`src/rtl/v_machine_if.sv`:
```
// Bus bundle for the vending machine: coin, refund, selection and confirm
// inputs plus the seven-segment and goods-lamp outputs.
interface v_machine_if;
  logic        rmb1;
  logic [1:0]  keys;
  logic        keys2;
  logic [7:0]  choice;
  logic        ok;
  logic [55:0] LED;
  logic [7:0]  led;

  // Stimulus side: drives the panel inputs and watches the displays.
  modport master (
    output rmb1, keys, keys2, choice, ok,
    input  LED, led
  );

  // Machine side: samples the panel inputs and drives the displays.
  modport slave (
    input  rmb1, keys, keys2, choice, ok,
    output LED, led
  );
endinterface

```
`src/rtl/v_machine.sv`:
```
// Vending machine core: accepts 1/5/10 yuan coins, sells eight items priced
// 1..8 yuan, refunds on request, and shows credit, consumed and change on
// eight active-low seven-segment digits.
// Optional build macro: VMACHINE_STOCK_TRACK_EN adds a 3-bit stock counter per
// item; without it every item is always available and the lamps echo choice.
module v_machine (
  input  logic   clk,
  input  logic   rst,
  v_machine_if.slave bus
);

  localparam logic [6:0] MAX_MONEY = 7'd99;
  localparam logic [6:0] SEG_BLANK = 7'b1111111;

  // Registered panel inputs and their one-cycle-older copies.
  logic       rmb1_cur,  rmb1_prev;
  logic [1:0] keys_cur,  keys_prev;
  logic       keys2_cur, keys2_prev;
  logic       ok_cur,    ok_prev;
  logic [7:0] choice_cur;

  // Rising-edge events, one cycle wide.
  logic       rmb1_edge;
  logic [1:0] keys_edge;
  logic       keys2_edge;
  logic       ok_edge;

  // Money registers, all binary 0..99.
  logic [6:0] credit,   credit_nxt;
  logic [6:0] consumed, consumed_nxt;
  logic [6:0] change,   change_nxt;

  // Purchase decode.
  logic [4:0] coin_sum;
  logic [7:0] credit_sum;
  logic [7:0] consumed_sum;
  logic [2:0] item_idx;
  logic [6:0] price;
  logic       one_hot;
  logic       item_ok;
  logic       buy;

  // Sample the panel inputs and keep the previous sample for edge detection.
  always_ff @(posedge clk) begin
    // NOTE: clocked state always uses non-blocking assignments so every
    // register sees the pre-edge value of its neighbours, as real flops do.
    if (rst) begin
      rmb1_cur   <= 1'b0;
      rmb1_prev  <= 1'b0;
      keys_cur   <= 2'b00;
      keys_prev  <= 2'b00;
      keys2_cur  <= 1'b0;
      keys2_prev <= 1'b0;
      ok_cur     <= 1'b0;
      ok_prev    <= 1'b0;
      choice_cur <= 8'h00;
    end else begin
      rmb1_cur   <= bus.rmb1;
      rmb1_prev  <= rmb1_cur;
      keys_cur   <= bus.keys;
      keys_prev  <= keys_cur;
      keys2_cur  <= bus.keys2;
      keys2_prev <= keys2_cur;
      ok_cur     <= bus.ok;
      ok_prev    <= ok_cur;
      choice_cur <= bus.choice;
    end
  end

  assign rmb1_edge  = rmb1_cur  & ~rmb1_prev;
  assign keys_edge  = keys_cur  & ~keys_prev;
  assign keys2_edge = keys2_cur & ~keys2_prev;
  assign ok_edge    = ok_cur    & ~ok_prev;

  // Decode the selection into an item index, its price and the coin total.
  always_comb begin
    // NOTE: every combinational output gets a default before any branch so
    // no path leaves it unassigned, which would otherwise infer a latch.
    item_idx = 3'd0;
    for (int i = 0; i < 8; i++) begin
      if (choice_cur[i]) item_idx = 3'(i);
    end
    one_hot      = $onehot(choice_cur);
    price        = 7'({4'd0, item_idx}) + 7'd1;
    coin_sum     = {4'd0, rmb1_edge}
                 + (keys_edge[0] ? 5'd5  : 5'd0)
                 + (keys_edge[1] ? 5'd10 : 5'd0);
    credit_sum   = {1'b0, credit}   + {3'd0, coin_sum};
    consumed_sum = {1'b0, consumed} + {1'b0, price};
  end

`ifdef VMACHINE_STOCK_TRACK_EN
  logic [2:0] stock [8];

  // Per-item stock: full on reset, one less for every completed sale.
  always_ff @(posedge clk) begin
    // NOTE: the stock array is small and must start full, so each entry is
    // reset explicitly rather than left to power-up contents.
    if (rst) begin
      for (int i = 0; i < 8; i++) stock[i] <= 3'd7;
    end else if (buy) begin
      stock[item_idx] <= stock[item_idx] - 3'd1;
    end
  end

  assign item_ok = (stock[item_idx] != 3'd0);

  // Goods lamps follow remaining stock.
  always_comb begin
    for (int i = 0; i < 8; i++) bus.led[i] = (stock[i] != 3'd0);
  end
`else
  assign item_ok = 1'b1;
  assign bus.led = bus.choice;
`endif

  // Resolve one event per cycle: refund beats purchase beats coins.
  always_comb begin
    credit_nxt   = credit;
    consumed_nxt = consumed;
    change_nxt   = change;
    buy          = 1'b0;
    if (keys2_edge) begin
      change_nxt   = credit;
      credit_nxt   = 7'd0;
      consumed_nxt = 7'd0;
    end else if (ok_edge) begin
      // An ok edge claims the cycle even when the sale is refused.
      if (one_hot && item_ok && (credit >= price)) begin
        buy          = 1'b1;
        credit_nxt   = credit - price;
        consumed_nxt = (consumed_sum > {1'b0, MAX_MONEY}) ? MAX_MONEY
                                                         : consumed_sum[6:0];
      end
    end else if ((coin_sum != 5'd0) && (credit_sum <= {1'b0, MAX_MONEY})) begin
      // Change is only ever loaded by a refund, so clearing it on every
      // accepted coin clears it on the first coin after that refund.
      credit_nxt = credit_sum[6:0];
      change_nxt = 7'd0;
    end
  end

  // Money registers.
  always_ff @(posedge clk) begin
    if (rst) begin
      credit   <= 7'd0;
      consumed <= 7'd0;
      change   <= 7'd0;
    end else begin
      credit   <= credit_nxt;
      consumed <= consumed_nxt;
      change   <= change_nxt;
    end
  end

  // Active-low segment pattern (g..a) for one decimal digit.
  function automatic logic [6:0] seg7(input logic [3:0] digit);
    logic [6:0] seg;
    case (digit)
      4'd0:    seg = 7'b1000000;
      4'd1:    seg = 7'b1111001;
      4'd2:    seg = 7'b0100100;
      4'd3:    seg = 7'b0110000;
      4'd4:    seg = 7'b0011001;
      4'd5:    seg = 7'b0010010;
      4'd6:    seg = 7'b0000010;
      4'd7:    seg = 7'b1111000;
      4'd8:    seg = 7'b0000000;
      4'd9:    seg = 7'b0010000;
      default: seg = SEG_BLANK;
    endcase
    return seg;
  endfunction

  // Two-digit display (tens, units) of a 0..99 binary value.
  function automatic logic [13:0] show2(input logic [6:0] value);
    logic [3:0] tens;
    logic [3:0] units;
    tens  = 4'(value / 7'd10);
    units = 4'(value % 7'd10);
    return {seg7(tens), seg7(units)};
  endfunction

  // Drive the eight digits: credit, consumed, two blanks, change.
  always_comb begin
    bus.LED = {show2(credit), show2(consumed), SEG_BLANK, SEG_BLANK, show2(change)};
  end

endmodule

```
`src/flat_wrapper.sv`:
```
// flat-port wrapper written by rule: the top's interface ports become plain ports
module v_machine_flat 
  (clk, rst, bus_rmb1, bus_keys, bus_keys2, bus_choice, bus_ok, bus_LED, bus_led);
  v_machine_if bus_i ();
  input  logic clk;
  input  logic rst;
  input wire logic [$bits(bus_i.rmb1)-1:0] bus_rmb1;
  input wire logic [$bits(bus_i.keys)-1:0] bus_keys;
  input wire logic [$bits(bus_i.keys2)-1:0] bus_keys2;
  input wire logic [$bits(bus_i.choice)-1:0] bus_choice;
  input wire logic [$bits(bus_i.ok)-1:0] bus_ok;
  output wire logic [$bits(bus_i.LED)-1:0] bus_LED;
  output wire logic [$bits(bus_i.led)-1:0] bus_led;
  assign bus_i.rmb1 = bus_rmb1;
  assign bus_i.keys = bus_keys;
  assign bus_i.keys2 = bus_keys2;
  assign bus_i.choice = bus_choice;
  assign bus_i.ok = bus_ok;
  assign bus_LED = bus_i.LED;
  assign bus_led = bus_i.led;
  v_machine u_core (.clk(clk), .rst(rst), .bus(bus_i));
endmodule
```
`config.mk`:
```
export PLATFORM = sky130hd
export DESIGN_NAME = v_machine_flat
export DESIGN_NICKNAME = d
export VERILOG_FILES = /design/src/rtl/v_machine_if.sv /design/src/rtl/v_machine.sv /design/src/flat_wrapper.sv
export SDC_FILE = /design/constraint.sdc
export NUM_CORES = 1
export LEC_CHECK = 0
export CAP_MARGIN = 20
export CORE_UTILIZATION = 61
export DETAILED_ROUTE_END_ITERATION = 7
export PLACE_DENSITY = 0.88
export SLEW_MARGIN = 20
export SYNTH_ARGS = -nofsm -noshare
export SYNTH_HDL_FRONTEND = slang
export SYNTH_SLANG_ARGS = --single-unit
export TNS_END_PERCENT = 100
```
`constraint.sdc`:
```
create_clock -name clk -period 9 [get_ports clk]
set_clock_uncertainty 0.05 [all_clocks]
set_input_delay 2.25 -clock clk [delete_from_list [all_inputs] [get_ports clk]]
set_output_delay 2.25 -clock clk [all_outputs]
set_load 0.01 [all_outputs]
```
==> results.md, run 1 <==
* Worst EP required at 6.70 ns
* Flop pwr share at 27.8%
* CTS H-tree depth at 2
* Period utilization at 82.4%
* Slew HR at 46.3%
* Final WS setup at 1.59 ns
* Outcome: completed
* Largest net degree at the start of global routing at 35
* Slew @ Worst Pin at 0.806 ns
* Fmax at 0.135 GHz
* N_diodes at 0
* Cell Chain, Critical Path: nand2b_1, a22oi_1, o32ai_1, a31oi_2, ha_1, inv_1, o21ai_0, nand3_1, a21o_1, a21oi_2, xnor2_1, inv_1, ha_1, inv_1, or3_1, o311a_1, clkdlybuf4s50_1
* Initial antenna violation count at 0
* Mux contribution to synthesized area at 2.60%
* Maxcap violations at 0
* # rows at 34
* Crit start category: flip-flop
* Clk slew on worst S/H paths at 0.08 ns
* Slowest cell delay on critical path at 0.83 ns
* Setup Buffers After CTS at 0
* DRT iter0 DRCs at 299
* Simple-Gate Fraction of Synth Area at 22.7%
* Reg-to-reg critical path endpoint: u_core.credit[6]
* Final Hold Fails at 0
* RSZ-0062 raised after global routing: false
* Yosys warns at 0
* R2R depth at 15
* Hpwl dp at 9.32 mm
* Distinct cells, synth at 92
* Fraction of layout cells with a size suffix above 1 at 6.79%
* Mean Syn Cell Area at 7.83 sq um
* Register area share after synthesis at 14.3%
* I/O pin total at 79
* Sw frac at 40.2%
* Pwr dens at 122 nW/um^2
* DRT Wirelength at 12.1 mm
* CP top delay family: compound AO/OA/AOI/OAI gates
* Slowest-stage cell, CP: dfxtp_1
* Cell Count Post-Placement at 822
* Fin Setup TNS at 0 ns
* Final nets at 801
* Static Leak at 2.52 nW
* Min Tclk post-route at 7.41 ns
* CTS buffer count at 5
* Post-DP Area at 5920 sq um
* Crit path DAT at 5.11 ns
* CTS Root Buffer Type: clkbuf_8
* Worst path buffer plus inverter count at 4
* Final setup fails at 0
* Vias in the first global route at 4512
* Synth area leader: dfxtp_1
* Chip width at 96.5 um
* Initial Util at 62.7%
* Combinational share of power at 56.9%
* Clock buffer depth at 2
* Compound-Gate Fraction of Synth Area at 30.6%
* Number of synthesized flops with an enable pin at 0
* Core area at 8680 sq um
* DR WL/cell at 14.6 um
* FF+latch count, synth at 39
* Hold_buf cts at 0
* Worst vdd ir at 0.0855 mV
* Clock Latency Late Sink at 0.29 ns
* Share of the synthesized area in the top cell type at 14.3%
* Syn-to-layout area delta at 10.1%
* Crit. Startpoint: u_core.credit[5]
* Post_cts resized at 0
* Non-Filler Instances at 830
* Final Max Slew Viols at 0
* First-pass GRT wire length at 19.6 mm
* Die footprint at 9300 sq um
* Clock network fraction of total power at 15.3%
* CTS tree: done
* Sink Count at 39
* Cell Area, Synth at 5440 sq um
* Total Routing Usage GR at 26.2%
* Largest cells by area after synthesis: dfxtp_1 14%, ha_1 13%, a21oi_1 4.5%
* Async set-or-reset flop fraction in the synthesized netlist at 0%
* Worst r2r src: u_core.choice_cur[6]
* Post-route DRC at 0
* Post-route cell area at 5990 sq um
* Die Y at 96.5 um
* Top FF cell, synth: dfxtp_1
* CP endpoint kind: primary output
* Post-Synth Adder-Cell Area at 16.3%
* Cell mode on critical path: inv_1
* Int Pwr at 436 uW
* Crit Path Category: flip-flop to primary output
* Hold_ws at 0.417 ns
* # port buffers at 64
* Commonest cells in the synthesized netlist: 58 x ha_1, 50 x inv_1, 49 x a21oi_1, 39 x dfxtp_1, 39 x nor2_1
* Critical path peak fanout at 26
* Post-Synth XOR/XNOR Area at 3.33%
* R2R Setup Slk at 4.85 ns
* Worst Setup EP: bus_LED[46]
* Routed vias/inst at 6.18
* Hold Crit Class: flip-flop to flip-flop
* Final Wtd Congestion at 0.904
* Top-count cell post-synth: ha_1
* Mapped Cells at 695
* WP depth at 17
* Overflow after GRT at 0
* Dpl ws at 1.98 ns
* Antenna-violating nets left at 0
* Via Count at 5128
* NetSw at 293 uW
* Main combinational cell family by area after synthesis: compound AO/OA/AOI/OAI gates
* DRT Pass-1 Iters at 5
## state kept, by name, summed over array words and instances, names as in the netlist
signal	count
u_core.choice_cur	8
u_core.change	7
u_core.consumed	7
u_core.credit	7
u_core.keys_cur	2
u_core.keys_prev	2
u_core.keys2_cur	1
u_core.keys2_prev	1
u_core.ok_cur	1
u_core.ok_prev	1
u_core.rmb1_cur	1
u_core.rmb1_prev	1
## worst register-to-register path, stage by stage (launching register included)
cell and delay [ns]:
dfxtp_1 0.38, inv_1 0.08, ha_1 0.29, inv_1 0.06, fa_1 0.42, inv_1 0.08, fa_1 0.43, ha_1 0.23
fa_1 0.44, nor4_2 0.35, o21ai_0 0.15, buf_4 0.20, nand3_1 0.18, a21oi_4 0.12, or4_1 0.50, a21oi_1 0.14
## logic make-up (layout without fill, tap and decap cells)
| family | count (synthesis) | after routing |
|---|---|---|
| adder cells (fa/ha/maj) | 67 | 67 |
| buffers and inverters | 111 | 125 |
| multiplexers | 13 | 13 |
| XOR/XNOR | 19 | 19 |
| other | 1 | 14 |
| AND/OR/NAND/NOR | 220 | 220 |
| AO/OA/AOI/OAI | 225 | 225 |
| flip-flops | 39 | 39 |
## power groups by stage
stage                     sequential [mW]  clock [mW]  combinational, mW
after floorplan                     0.192           0              0.294
after global placement              0.205           0              0.394
after detailed placement            0.206           0              0.411
after CTS                           0.202       0.115              0.414
after global routing                0.205       0.123              0.461
final                               0.202       0.112              0.415
## placed cells by master, fill, tap and decap left out, types with 9 or more instances in the layout
| master | netlist | layout |
|---|---|---|
| a22oi_1 | 11 | 11 |
| a21o_1 | 10 | 10 |
| nand3_1 | 16 | 16 |
| dfxtp_1 | 39 | 39 |
| a31oi_1 | 14 | 14 |
| nor3_1 | 15 | 15 |
| o21a_1 | 9 | 9 |
| o21ai_0 | 33 | 33 |
| a21oi_1 | 49 | 49 |
| nor2_1 | 39 | 39 |
| conb_1 | 1 | 14 |
| o22ai_1 | 9 | 9 |
| nor2b_1 | 35 | 35 |
| ha_1 | 58 | 58 |
| nand2_1 | 32 | 32 |
| xnor2_1 | 13 | 13 |
| clkdlybuf4s50_1 | 0 | 63 |
| inv_1 | 50 | 50 |
| o32ai_1 | 9 | 9 |
| mux2i_1 | 9 | 9 |
| nand2b_1 | 35 | 35 |
## cell type report
cell class                      instances  area [sq um]
Timing Repair Buffer                   65           643
Tap cell                              108           135
Inverter                               52           195
Clock inverter                          1          5.00
Sequential cell                        39           781
Clock buffer                            7          76.3
Fill cell                             732          2690
Multi-Input combinational cell        558          4160
## metal layers
layer  vias up  global-route usage, %  share of wire (%)
li1       2533                      -                  -
met1      2376                   31.9                 44
met2       190                   46.0                 48
met3        29                   3.99                6.0
met4         0                   10.7                2.0
met5         -                      0                  0
## worst min-delay path by stage
stage | from | end | slack (ns) | depth (start not counted)
floorplan | u_core.keys_cur[0] | u_core.keys_prev[0] | 0.38 | 1
global route | u_core.keys_cur[1] | u_core.keys_prev[1] | 0.42 | 1
CTS | u_core.keys_cur[0] | u_core.keys_prev[0] | 0.42 | 1
finish | u_core.keys_cur[0] | u_core.keys_prev[0] | 0.42 | 1
global placement | u_core.keys_cur[1] | u_core.keys_prev[1] | 0.39 | 1
detailed placement | u_core.keys_cur[0] | u_core.keys_prev[0] | 0.41 | 1
## metrics by stage
| step | power [mW] | utilization, % |
|---|---|---|
| 2_1_floorplan | 0.485 | - |
| 6_report | 0.729 | 69.1 |
| 3_3_place_gp | 0.599 | 68.2 |
| 4_1_cts | 0.731 | 69.1 |
| 3_5_place_dp | 0.617 | 68.2 |
| 5_1_grt | 0.788 | 69.1 |
Power figures use the tool's default switching activity.
==> run 2, diff against run 1 <==
CORE_UTILIZATION = 57   (was 61)
PLACE_DENSITY = 0.83   (was 0.88)
clock period = 7.1 ns   (was 9 ns; I/O delays follow)
==> results.md, run 2 (synthesis results as in run 1) <==
* Outcome: completed
* Via Count at 5072 (-1.1%)
* Core area at 9240 sq um (+6.5%)
* Final Hold Fails at 0 (unchanged)
* Antenna-violating nets left at 0 (unchanged)
* # rows at 35 (+2.9%)
* Slew @ Worst Pin at 0.826 ns (+0.0203 ns)
* Final Max Slew Viols at 0 (unchanged)
* Crit Path Category: flip-flop to primary output
* Most common cell after layout, fill and taps aside: clkdlybuf4s50_1
* Fraction of layout cells with a size suffix above 1 at 7.47% (+0.68 points)
* Hpwl dp at 8.95 mm (-4.0%)
* Period utilization at 94.0%
* Non-Filler Instances at 852 (+2.7%)
* Sink Count at 39 (unchanged)
* Fin Setup TNS at 0 ns (unchanged)
* RSZ-0062 raised after global routing: false
* Slew HR at 44.7% (-1.6 points)
* Hold Crit Class: flip-flop to flip-flop
* Min Tclk post-route at 6.68 ns
* CTS buffer count at 5 (unchanged)
* Pwr dens at 161 nW/um^2 (+32%)
* Critical path peak fanout at 26 (unchanged)
* Initial Util at 58.9% (-3.8 points)
* Clock Latency Late Sink at 0.29 ns (about the same)
* Largest net degree at the start of global routing at 35 (unchanged)
* Most frequent cells in the layout: 63 x clkdlybuf4s50_1, 58 x ha_1, 50 x inv_1, 49 x a21oi_1, 39 x nor2_1
* Die footprint at 9940 sq um (+6.9%)
* Post-route cell area at 6070 sq um (+1.2%)
* Final nets at 802 (+0.12%)
* CTS tree: done
* Clock buffer depth at 2 (unchanged)
* Fmax at 0.150 GHz
* Clk slew on worst S/H paths at 0.08 ns (about the same)
* Hold_buf cts at 0 (unchanged)
* I/O pin total at 79 (unchanged)
* Overflow after GRT at 0 (unchanged)
* Design Power at 976 uW (+34%)
* Chip width at 99.7 um (+3.4%)
* Maxcap violations at 0 (unchanged)
* N_diodes at 0 (unchanged)
* Post-layout util at 65.6% (-3.4 points)
* R2R Setup Slk at 3.03 ns (-1.82 ns)
* Routed vias/inst at 5.95 (-3.6%)
* Syn-to-layout area delta at 11.5%
* Final Wtd Congestion at 0.908 (+0.40%)
* Initial antenna violation count at 0 (unchanged)
* Cell Count Post-Placement at 844 (+2.7%)
* CTS Root Buffer Type: clkbuf_8
* DRT Wirelength at 12.0 mm (-1.3%)
* Crit path DAT at 4.85 ns (-0.26 ns)
* Reg with most FFs: u_core.choice_cur
* DR WL/cell at 14.1 um (-3.8%)
* Crit start category: flip-flop
* DRT iter0 DRCs at 264 (-12%)
* Post-route DRC at 0 (unchanged)
* Vias in the first global route at 4597 (+1.9%)
* Max reg flops at 8 (unchanged)
* Total Routing Usage GR at 24.5% (-1.7 points)
* Static Leak at 2.55 nW (+1.0%)
* # port buffers at 64 (unchanged)
* Die Y at 99.7 um (+3.4%)
* Final setup fails at 0 (unchanged)
* Post-DP Area at 5950 sq um (+0.57%)
* Hold Path Stages at 1 (unchanged)
* CTS H-tree depth at 2 (unchanged)
* First-pass GRT wire length at 20.4 mm (+4.1%)
* Worst vdd ir at 0.0956 mV (+12%)
* CP endpoint kind: primary output
* Setup Buffers After CTS at 0 (unchanged)
* DRT Pass-1 Iters at 7 (+2)
* Worst EP required at 5.28 ns (-1.42 ns)
* R2R depth at 15 (unchanged)
## run 2: changes by cell type in the layout (fill, tap and decap cells not counted), sizes merged
cell	previous run	this run
clkbuf	7	6
bufinv	0	1
buf	2	3
## run 2: final timing paths
check,end,from
setup reg to reg,u_core.credit[6],u_core.choice_cur[7]
hold reg to reg,u_core.rmb1_prev,u_core.rmb1_cur
setup / recovery,bus_LED[46],u_core.credit[5]
hold / removal,u_core.rmb1_prev,u_core.rmb1_cur
## run 2: area by class of cell
| class | instances | area [sq um] |
|---|---|---|
| well taps | 129 | 161 |
| multi-input cells | 558 | 4160 |
| repair buffers | 66 | 651 |
| inverters | 52 | 195 |
| flip-flops and latches | 39 | 783 |
| clock inverters | 2 | 35.0 |
| fillers | 783 | 3170 |
| clock buffers | 6 | 82.6 |
## run 2: power breakdown
group	total (mW)	internal [mW]	switching (mW)
sequential	0.257	0.230	0.0269
clock	0.192	0.114	0.0787
combinational	0.526	0.254	0.273
## run 2: routing by layer
metal	wire length (um)	part of all wire, %	global-route usage [%]
met1	5420	45	30.8
met2	5670	47	43.3
met3	646	5.4	3.09
met4	238	2.0	7.92
met5	0	0	0
## run 2: critical path, cell delays in order (launching register included)
cell and delay [ns]:
dfxtp_2 0.61, nand2b_1 0.26, a22oi_1 0.23, o32ai_1 0.13, a31oi_2 0.37, ha_1 0.43, inv_1 0.13, o21ai_0 0.20
nand3_1 0.12, a21o_1 0.27, a21oi_2 0.31, xnor2_1 0.18, inv_1 0.14, ha_1 0.16, inv_1 0.05, or3_1 0.36
o311a_1 0.14, clkdlybuf4s50_1 0.48
## run 2: through the flow
| step | worst slack (ns) | hold slack [ns] |
|---|---|---|
| global placement | 0.806 | 0.392 |
| global route | 0.0245 | 0.423 |
| detailed placement | 0.499 | 0.397 |
| finish | 0.423 | 0.412 |
| CTS | 0.146 | 0.415 |
| floorplan | 1.88 | 0.380 |
## run 2: repair_timing
item	4_1_cts	5_1_grt
hold endpoints to repair	0	0
resized for setup	0	2
setup endpoints to repair	0	9
==> run 3, diff against run 2 <==
ABC_CLOCK_PERIOD_IN_PS = 7100   (was unset)
==> results of run 3 <==
No change in the layout: final DEF, timing and power equal those of run 2.
